### src/rtl/image_feeder_pkg.sv
// Shared types for the image feeder and its chunk streamer:
// pixel format, feeder state encoding and sizing helpers.
package image_feeder_pkg;

  localparam int FP_W = 16;

  typedef logic signed [FP_W-1:0] fixed_point;

  typedef enum logic [2:0] {
    IDLE,
    REQUEST,
    STREAM,
    WAIT_LABEL,
    NEXT,
    DONE
  } feeder_state_t;

  function automatic int chunks_f(
    input int num_pixels,
    input int input_size
  );
    return (num_pixels + input_size - 1) / input_size;
  endfunction

  // Keeps single-value ranges at one bit instead of zero.
  function automatic int width_f(input int n);
    return (n > 1) ? $clog2(n) : 1;
  endfunction

endpackage

### src/rtl/image_feeder_chunk_streamer.sv
// Walks the ROM words of one image, one chunk per cycle,
// running the address one word ahead and zeroing pad lanes.
module image_feeder_chunk_streamer
  import image_feeder_pkg::*;
#(
  parameter int INPUT_SIZE = 1,
  parameter int NUM_PIXELS = 784,
  parameter int NUM_IMAGES = 100,
  localparam int CHUNKS = chunks_f(NUM_PIXELS, INPUT_SIZE),
  localparam int ADDR_W = width_f(NUM_IMAGES * CHUNKS),
  localparam int IMG_W  = width_f(NUM_IMAGES)
) (
  input  logic                         clock,
  input  logic                         reset,
  input  logic                         active_i,
  input  logic       [IMG_W-1:0]       image_num_i,
  output logic       [ADDR_W-1:0]      rom_addr_o,
  input  fixed_point [INPUT_SIZE-1:0]  rom_data_i,
  output fixed_point [INPUT_SIZE-1:0]  pixels_o,
  output logic                         last_o
);

  localparam int K_W = width_f(CHUNKS);
  localparam int LAST_LANES =
    NUM_PIXELS - (CHUNKS - 1) * INPUT_SIZE;
  localparam logic [K_W-1:0] K_LAST = K_W'(CHUNKS - 1);

  logic [K_W-1:0]    k_q;
  logic [K_W-1:0]    k_d;
  logic [ADDR_W-1:0] base;

  assign base = ADDR_W'(image_num_i) * ADDR_W'(CHUNKS);
  assign last_o = active_i && (k_q == K_LAST);

  always_comb begin
    k_d = '0;
    if (active_i && !last_o) begin
      k_d = k_q + 1'b1;
    end
  end

  always_ff @(posedge clock or posedge reset) begin
    if (reset) begin
      k_q <= '0;
    end else begin
      k_q <= k_d;
    end
  end

  // Address leads the data by one word to cover ROM latency.
  always_comb begin
    rom_addr_o = base;
    if (active_i) begin
      rom_addr_o = base + ADDR_W'(k_q) + 1'b1;
    end
  end

  always_comb begin
    pixels_o = '0;
    for (int l = 0; l < INPUT_SIZE; l++) begin
      if (active_i && !(last_o && l >= LAST_LANES)) begin
        pixels_o[l] = rom_data_i[l];
      end
    end
  end

endmodule

### src/rtl/image_feeder.sv
// Streams a run of images from ROM into a classifier and
// scores the returned labels, with a per-image watchdog.
module image_feeder
  import image_feeder_pkg::*;
#(
  parameter int INPUT_SIZE  = 1,
  parameter int NUM_PIXELS  = 784,
  parameter int NUM_IMAGES  = 100,
  parameter int NUM_CLASSES = 10,
  parameter int TIMEOUT     = 4096,
  localparam int CHUNKS = chunks_f(NUM_PIXELS, INPUT_SIZE),
  localparam int ADDR_W = width_f(NUM_IMAGES * CHUNKS),
  localparam int IMG_W  = width_f(NUM_IMAGES),
  localparam int LBL_W  = width_f(NUM_CLASSES),
  localparam int CNT_W  = width_f(NUM_IMAGES + 1)
) (
  input  logic                         clock,
  input  logic                         reset,
  input  logic                         start,
  output logic       [ADDR_W-1:0]      rom_addr,
  input  fixed_point [INPUT_SIZE-1:0]  rom_data,
  output logic                         image_ready,
  output fixed_point [INPUT_SIZE-1:0]  pixels,
  input  logic       [LBL_W-1:0]       label,
  input  logic                         label_ready,
  output logic       [IMG_W-1:0]       image_num,
  input  logic       [LBL_W-1:0]       expected_label,
  output logic       [CNT_W-1:0]       correct_count,
  output logic       [CNT_W-1:0]       timeout_count,
  output logic                         busy,
  output logic                         done
);

  localparam int WD_W = width_f(TIMEOUT);
  localparam logic [WD_W-1:0] WD_LAST = WD_W'(TIMEOUT - 1);
  localparam logic [IMG_W-1:0] IMG_LAST =
    IMG_W'(NUM_IMAGES - 1);

  feeder_state_t    state_q;
  feeder_state_t    state_d;
  logic [IMG_W-1:0] img_q;
  logic [IMG_W-1:0] img_d;
  logic [CNT_W-1:0] correct_q;
  logic [CNT_W-1:0] correct_d;
  logic [CNT_W-1:0] timeout_q;
  logic [CNT_W-1:0] timeout_d;
  logic [WD_W-1:0]  wd_q;
  logic [WD_W-1:0]  wd_d;
  logic             streaming;
  logic             last_chunk;

  assign streaming = (state_q == STREAM);

  image_feeder_chunk_streamer #(
    .INPUT_SIZE (INPUT_SIZE),
    .NUM_PIXELS (NUM_PIXELS),
    .NUM_IMAGES (NUM_IMAGES)
  ) u_chunk_streamer (
    .clock       (clock),
    .reset       (reset),
    .active_i    (streaming),
    .image_num_i (img_q),
    .rom_addr_o  (rom_addr),
    .rom_data_i  (rom_data),
    .pixels_o    (pixels),
    .last_o      (last_chunk)
  );

  always_comb begin
    state_d     = state_q;
    img_d       = img_q;
    correct_d   = correct_q;
    timeout_d   = timeout_q;
    wd_d        = '0;
    image_ready = 1'b0;
    busy        = 1'b0;
    done        = 1'b0;
    unique case (state_q)
      IDLE, DONE: begin
        done = (state_q == DONE);
        if (start) begin
          img_d     = '0;
          correct_d = '0;
          timeout_d = '0;
          state_d   = REQUEST;
        end
      end
      REQUEST: begin
        busy        = 1'b1;
        image_ready = 1'b1;
        state_d     = STREAM;
      end
      STREAM: begin
        busy = 1'b1;
        if (last_chunk) begin
          state_d = WAIT_LABEL;
        end
      end
      WAIT_LABEL: begin
        busy = 1'b1;
        wd_d = wd_q + 1'b1;
        // A label in the expiry cycle still counts as an answer.
        if (label_ready) begin
          if (label == expected_label) begin
            correct_d = correct_q + 1'b1;
          end
          state_d = NEXT;
        end else if (wd_q == WD_LAST) begin
          timeout_d = timeout_q + 1'b1;
          state_d   = NEXT;
        end
      end
      NEXT: begin
        busy = 1'b1;
        if (img_q == IMG_LAST) begin
          state_d = DONE;
        end else begin
          img_d   = img_q + 1'b1;
          state_d = REQUEST;
        end
      end
      default: begin
        state_d = IDLE;
      end
    endcase
  end

  always_ff @(posedge clock or posedge reset) begin
    if (reset) begin
      state_q   <= IDLE;
      img_q     <= '0;
      correct_q <= '0;
      timeout_q <= '0;
      wd_q      <= '0;
    end else begin
      state_q   <= state_d;
      img_q     <= img_d;
      correct_q <= correct_d;
      timeout_q <= timeout_d;
      wd_q      <= wd_d;
    end
  end

  assign image_num     = img_q;
  assign correct_count = correct_q;
  assign timeout_count = timeout_q;

endmodule

### config.mk
export PLATFORM = sky130hd
export DESIGN_NAME = image_feeder
export DESIGN_NICKNAME = d
export VERILOG_FILES = /design/src/rtl/image_feeder_pkg.sv /design/src/rtl/image_feeder_chunk_streamer.sv /design/src/rtl/image_feeder.sv
export SDC_FILE = /design/constraint.sdc
export NUM_CORES = 1
export LEC_CHECK = 0
export ABC_AREA = 0
export BUFFER_PORTS_ARGS = -buffer_cell sky130_fd_sc_hd__buf_2
export CORE_MARGIN = 3
export CORE_UTILIZATION = 45
export CTS_CLUSTER_DIAMETER = 150
export DETAILED_ROUTE_END_ITERATION = 16
export GPL_ROUTABILITY_DRIVEN = 1
export HOLD_SLACK_MARGIN = 0.06
export PLACE_DENSITY_LB_ADDON = 0.2
export SLEW_MARGIN = 40
export SYNTH_ARGS = -nofsm -noshare
export SYNTH_HDL_FRONTEND = slang
export SYNTH_HIERARCHICAL = 1
export SYNTH_SLANG_ARGS = --single-unit
### constraint.sdc
create_clock -name clock -period 9.87 [get_ports clock]
set_input_delay 1.974 -clock clock [delete_from_list [all_inputs] [get_ports clock]]
set_output_delay 1.974 -clock clock [all_outputs]
set_load 0.01 [all_outputs]
==> metrics <==
run status=completed; clock network latency to the later pin of the worst-skew pair=0.31 ns; residual DRC count=0; CTS HTree Levels=2; post-route total power=644 uW; GRT Resource Usage Total=0.183; row count=32; hold path cells=1; Clock Root Buffer=sky130_fd_sc_hd__clkbuf_8; antenna diode count=0; number of nets with antenna violations after routing=0; initial antenna violation count=0; terminus of the critical flop-to-flop path=timeout_count[2]$_DFFE_PP0P_; total die area=9640 um^2; mean instance size in the synthesized netlist=9.06 um^2; Sequential cell area=1150 um^2; total setup violations reported at the end of the flow=0; count of flip-flops with a built-in enable after synthesis=0; required time worst endpoint=7.90 ns; power density normalized to cell area=146 nW/um^2; clock period minus worst slack=5.90 ns; horizontal die dimension=98.2 um; Hold WC Path Type=reg -> reg; startpoint-to-endpoint class of the critical path=reg -> out; most common cell after layout, fill and taps aside=sky130_fd_sc_hd__buf_2; share of final-layout standard cells stronger than drive strength 1=0.225; sequential fraction of the synthesis area=0.301; global-route congestion overflow total=0; crit-path max FO=11; number of cells on the worst reg-to-reg path=5; top_reg_cell synth=sky130_fd_sc_hd__dfrtp_1; total wirelength of the detailed-routed design=8640 um; global-route wire length before repair=15,100 um; cell count after placement=597; Fmax=169 MHz; vias after detailed routing=3,401; static power due to leakage=0.00233 uW; number of clock sinks=46; Post-DP HPWL=6560 um; ports placed on the boundary=85; number of global-route vias before repair=3,323; buffers inserted during post-CTS setup optimization=0; clock slew seen by the registers of the worst setup and hold paths=0.10 ns; Routability Congestion=0.841; hold path start=wd_q[0]$_DFF_PP0_; Yosys Warn Count=6; Post-Syn Nets=488; Pre-antenna DRT Iters=4; count of unique library cells instantiated by Yosys=67; number of CTS-inserted buffers=5; Worst setup EP type=primary output; Max rail drop VDD=83.1 uV; average detailed-routed wire length per instance=14.3 um; number of buffers inserted for hold repair after clock tree synthesis=0; largest net degree at the start of global routing=37; Post-Syn Instances=422; endpoint arrival time on the critical path=3.93 ns; sum of negative setup slack=0 ns; actual transition at the worst max-transition pin=0.656 ns; TritonCTS clock tree=done; Synth-to-Final Area Change=15.5%; combined area of all synthesized cells=3820 um^2; routed vias/inst=5.62; total of flip-flops plus latches after synthesis=46; unrepaired setup endpoints after global routing=false; # nets final=568; final clock skew=0.0108 ns; buffers from clock root to sink, at most=2; Port Buffers=84; r2r setup slk=7.48 ns; final count of pins violating max slew=0; starting utilization of the core area=0.480; Startpoint Class=flip-flop; Max-Cap Viols=0; vertical extent of the die=98.2 um; number of DRC markers after the initial detailed-route iteration=199; launch instance of the worst register-to-register path=state_q[1]$_DFFE_PP0P_; endpoint of the worst hold-timing path=wd_q[0]$_DFF_PP0_; Resize count post-CTS=0; async set or reset register ratio after synthesis=1.00; part of the cycle the worst path needs=0.598; Fillers=740; most frequent cells in the layout=84 x sky130_fd_sc_hd__buf_2, 46 x sky130_fd_sc_hd__dfrtp_1, 36 x sky130_fd_sc_hd__nor2_1, 36 x sky130_fd_sc_hd__ha_1; non-filler cells in the finished layout=605; final hold violation count=0; relative max-transition margin=0.559; floorplan core area=7970 um^2; multi-input logic area=2550 um^2
cell usage after synthesis (all sizes together), types with 2 or more instances:
cell     number  area (um^2)
a2111oi       2         17.5
a211o         7         61.3
a211oi        4         30.0
a21boi        2         15.0
a21o          5         37.5
a21oi        16         83.8
a221o         3         31.3
a22o          2         17.5
a311o         3         30.0
a31oi         9         56.3
and2         25          156
and3          7         45.1
and3b         2         17.5
and4          6         55.1
and4b         4         40.0
buf           4         23.8
clkbuf       10         47.5
dfrtp        46         1150
fa            2         40.0
ha           36          450
inv          14         52.6
mux2          6         71.3
mux2i         3         30.0
nand2        25         93.8
nand2b        6         37.5
nand3        18         90.1
nand3b        2         15.0
nand4        10         77.6
nand4b        2         17.5
nor2         36          135
nor2b        10         62.6
nor3          6         30.0
nor3b         4         30.0
nor4          4         25.0
nor4b         2         17.5
o211a         2         20.0
o211ai        2         15.0
o21ai        15         75.1
o311a         2         20.0
or3           4         25.0
or4           2         18.8
xnor2        24          210
xor2         15          131
worst max-delay path, cell delays in order (launching register included):
cell	delay, ns
sky130_fd_sc_hd__dfrtp_1	0.55
sky130_fd_sc_hd__ha_1	0.31
sky130_fd_sc_hd__fa_1	0.46
sky130_fd_sc_hd__ha_1	0.30
sky130_fd_sc_hd__ha_1	0.19
sky130_fd_sc_hd__inv_1	0.07
sky130_fd_sc_hd__fa_1	0.40
sky130_fd_sc_hd__nand2b_1	0.16
sky130_fd_sc_hd__a21oi_1	0.35
sky130_fd_sc_hd__a2111oi_0	0.19
sky130_fd_sc_hd__a311o_1	0.36
sky130_fd_sc_hd__xnor2_1	0.12
sky130_fd_sc_hd__buf_2	0.14
layout make-up:
| cell class | instances | area share |
|---|---|---|
| Sequential cell | 46 | 0.261 |
| Timing Repair Buffer | 87 | 0.100 |
| Clock buffer | 5 | 0.0156 |
| Tap cell | 102 | 0.0289 |
| Clock inverter | 3 | 0.00482 |
| Inverter | 14 | 0.0119 |
| Multi-Input combinational cell | 348 | 0.578 |
registers in the layout (all words and copies together), names as in the netlist:
signal	flops
state_q	3
wd_q	12
timeout_count	7
image_num	7
correct_count	7
u_chunk_streamer/k_q	10
per-stage QoR:
| stage | cell area (um^2) | setup WS [ns] | hold slack [ns] | util |
|---|---|---|---|---|
| finish | 4420 | 3.97 | 0.523 | 0.554 |
| global route | 4420 | 3.59 | 0.548 | 0.554 |
| CTS | 4420 | 3.94 | 0.525 | 0.554 |
| detailed placement | 4330 | 4.30 | 0.512 | 0.543 |
| global placement | 4320 | 4.42 | 0.476 | 0.542 |
| floorplan | 3820 | 4.57 | 0.448 | - |
worst max path at each step:
stage	startpoint	end	slack, ns
after floorplan	image_num[2]$_DFFE_PP0P_	rom_addr[16]	4.57
after global placement	image_num[2]$_DFFE_PP0P_	rom_addr[16]	4.42
after detailed placement	image_num[2]$_DFFE_PP0P_	rom_addr[16]	4.30
after CTS	image_num[2]$_DFFE_PP0P_	rom_addr[16]	3.94
after global routing	image_num[2]$_DFFE_PP0P_	rom_addr[16]	3.59
final	image_num[2]$_DFFE_PP0P_	rom_addr[16]	3.97
kinds of logic (layout without fill, tap and decap cells):
group                      Yosys count  after routing  share of synthesized area
AOI/OAI and AO/OA                   84             84                      0.156
xor gates and xnor gates            39             39                     0.0893
adders and majority gates           38             38                      0.128
buffers and inverters               28            109                     0.0324
DFF                                 46             46                      0.301
muxes                                9              9                     0.0265
and+or+nand+nor                    178            178                      0.266
routing by layer:
metal,vias to the layer above,global-route usage,wire [um]
met1,1614,0.247,4010
li1,1703,-,-
met3,6,0.0243,382
met4,0,0.0462,78
met2,78,0.311,4160
met5,-,0,0
power by group:
part	switching (uW)	leakage [uW]	internal [uW]	total, uW
clock	69.4	0.0000441	49.9	119
sequential	35.0	0.000635	204	239
combinational	168	0.00165	118	286
No activity file was read; power rests on OpenSTA's default activity.
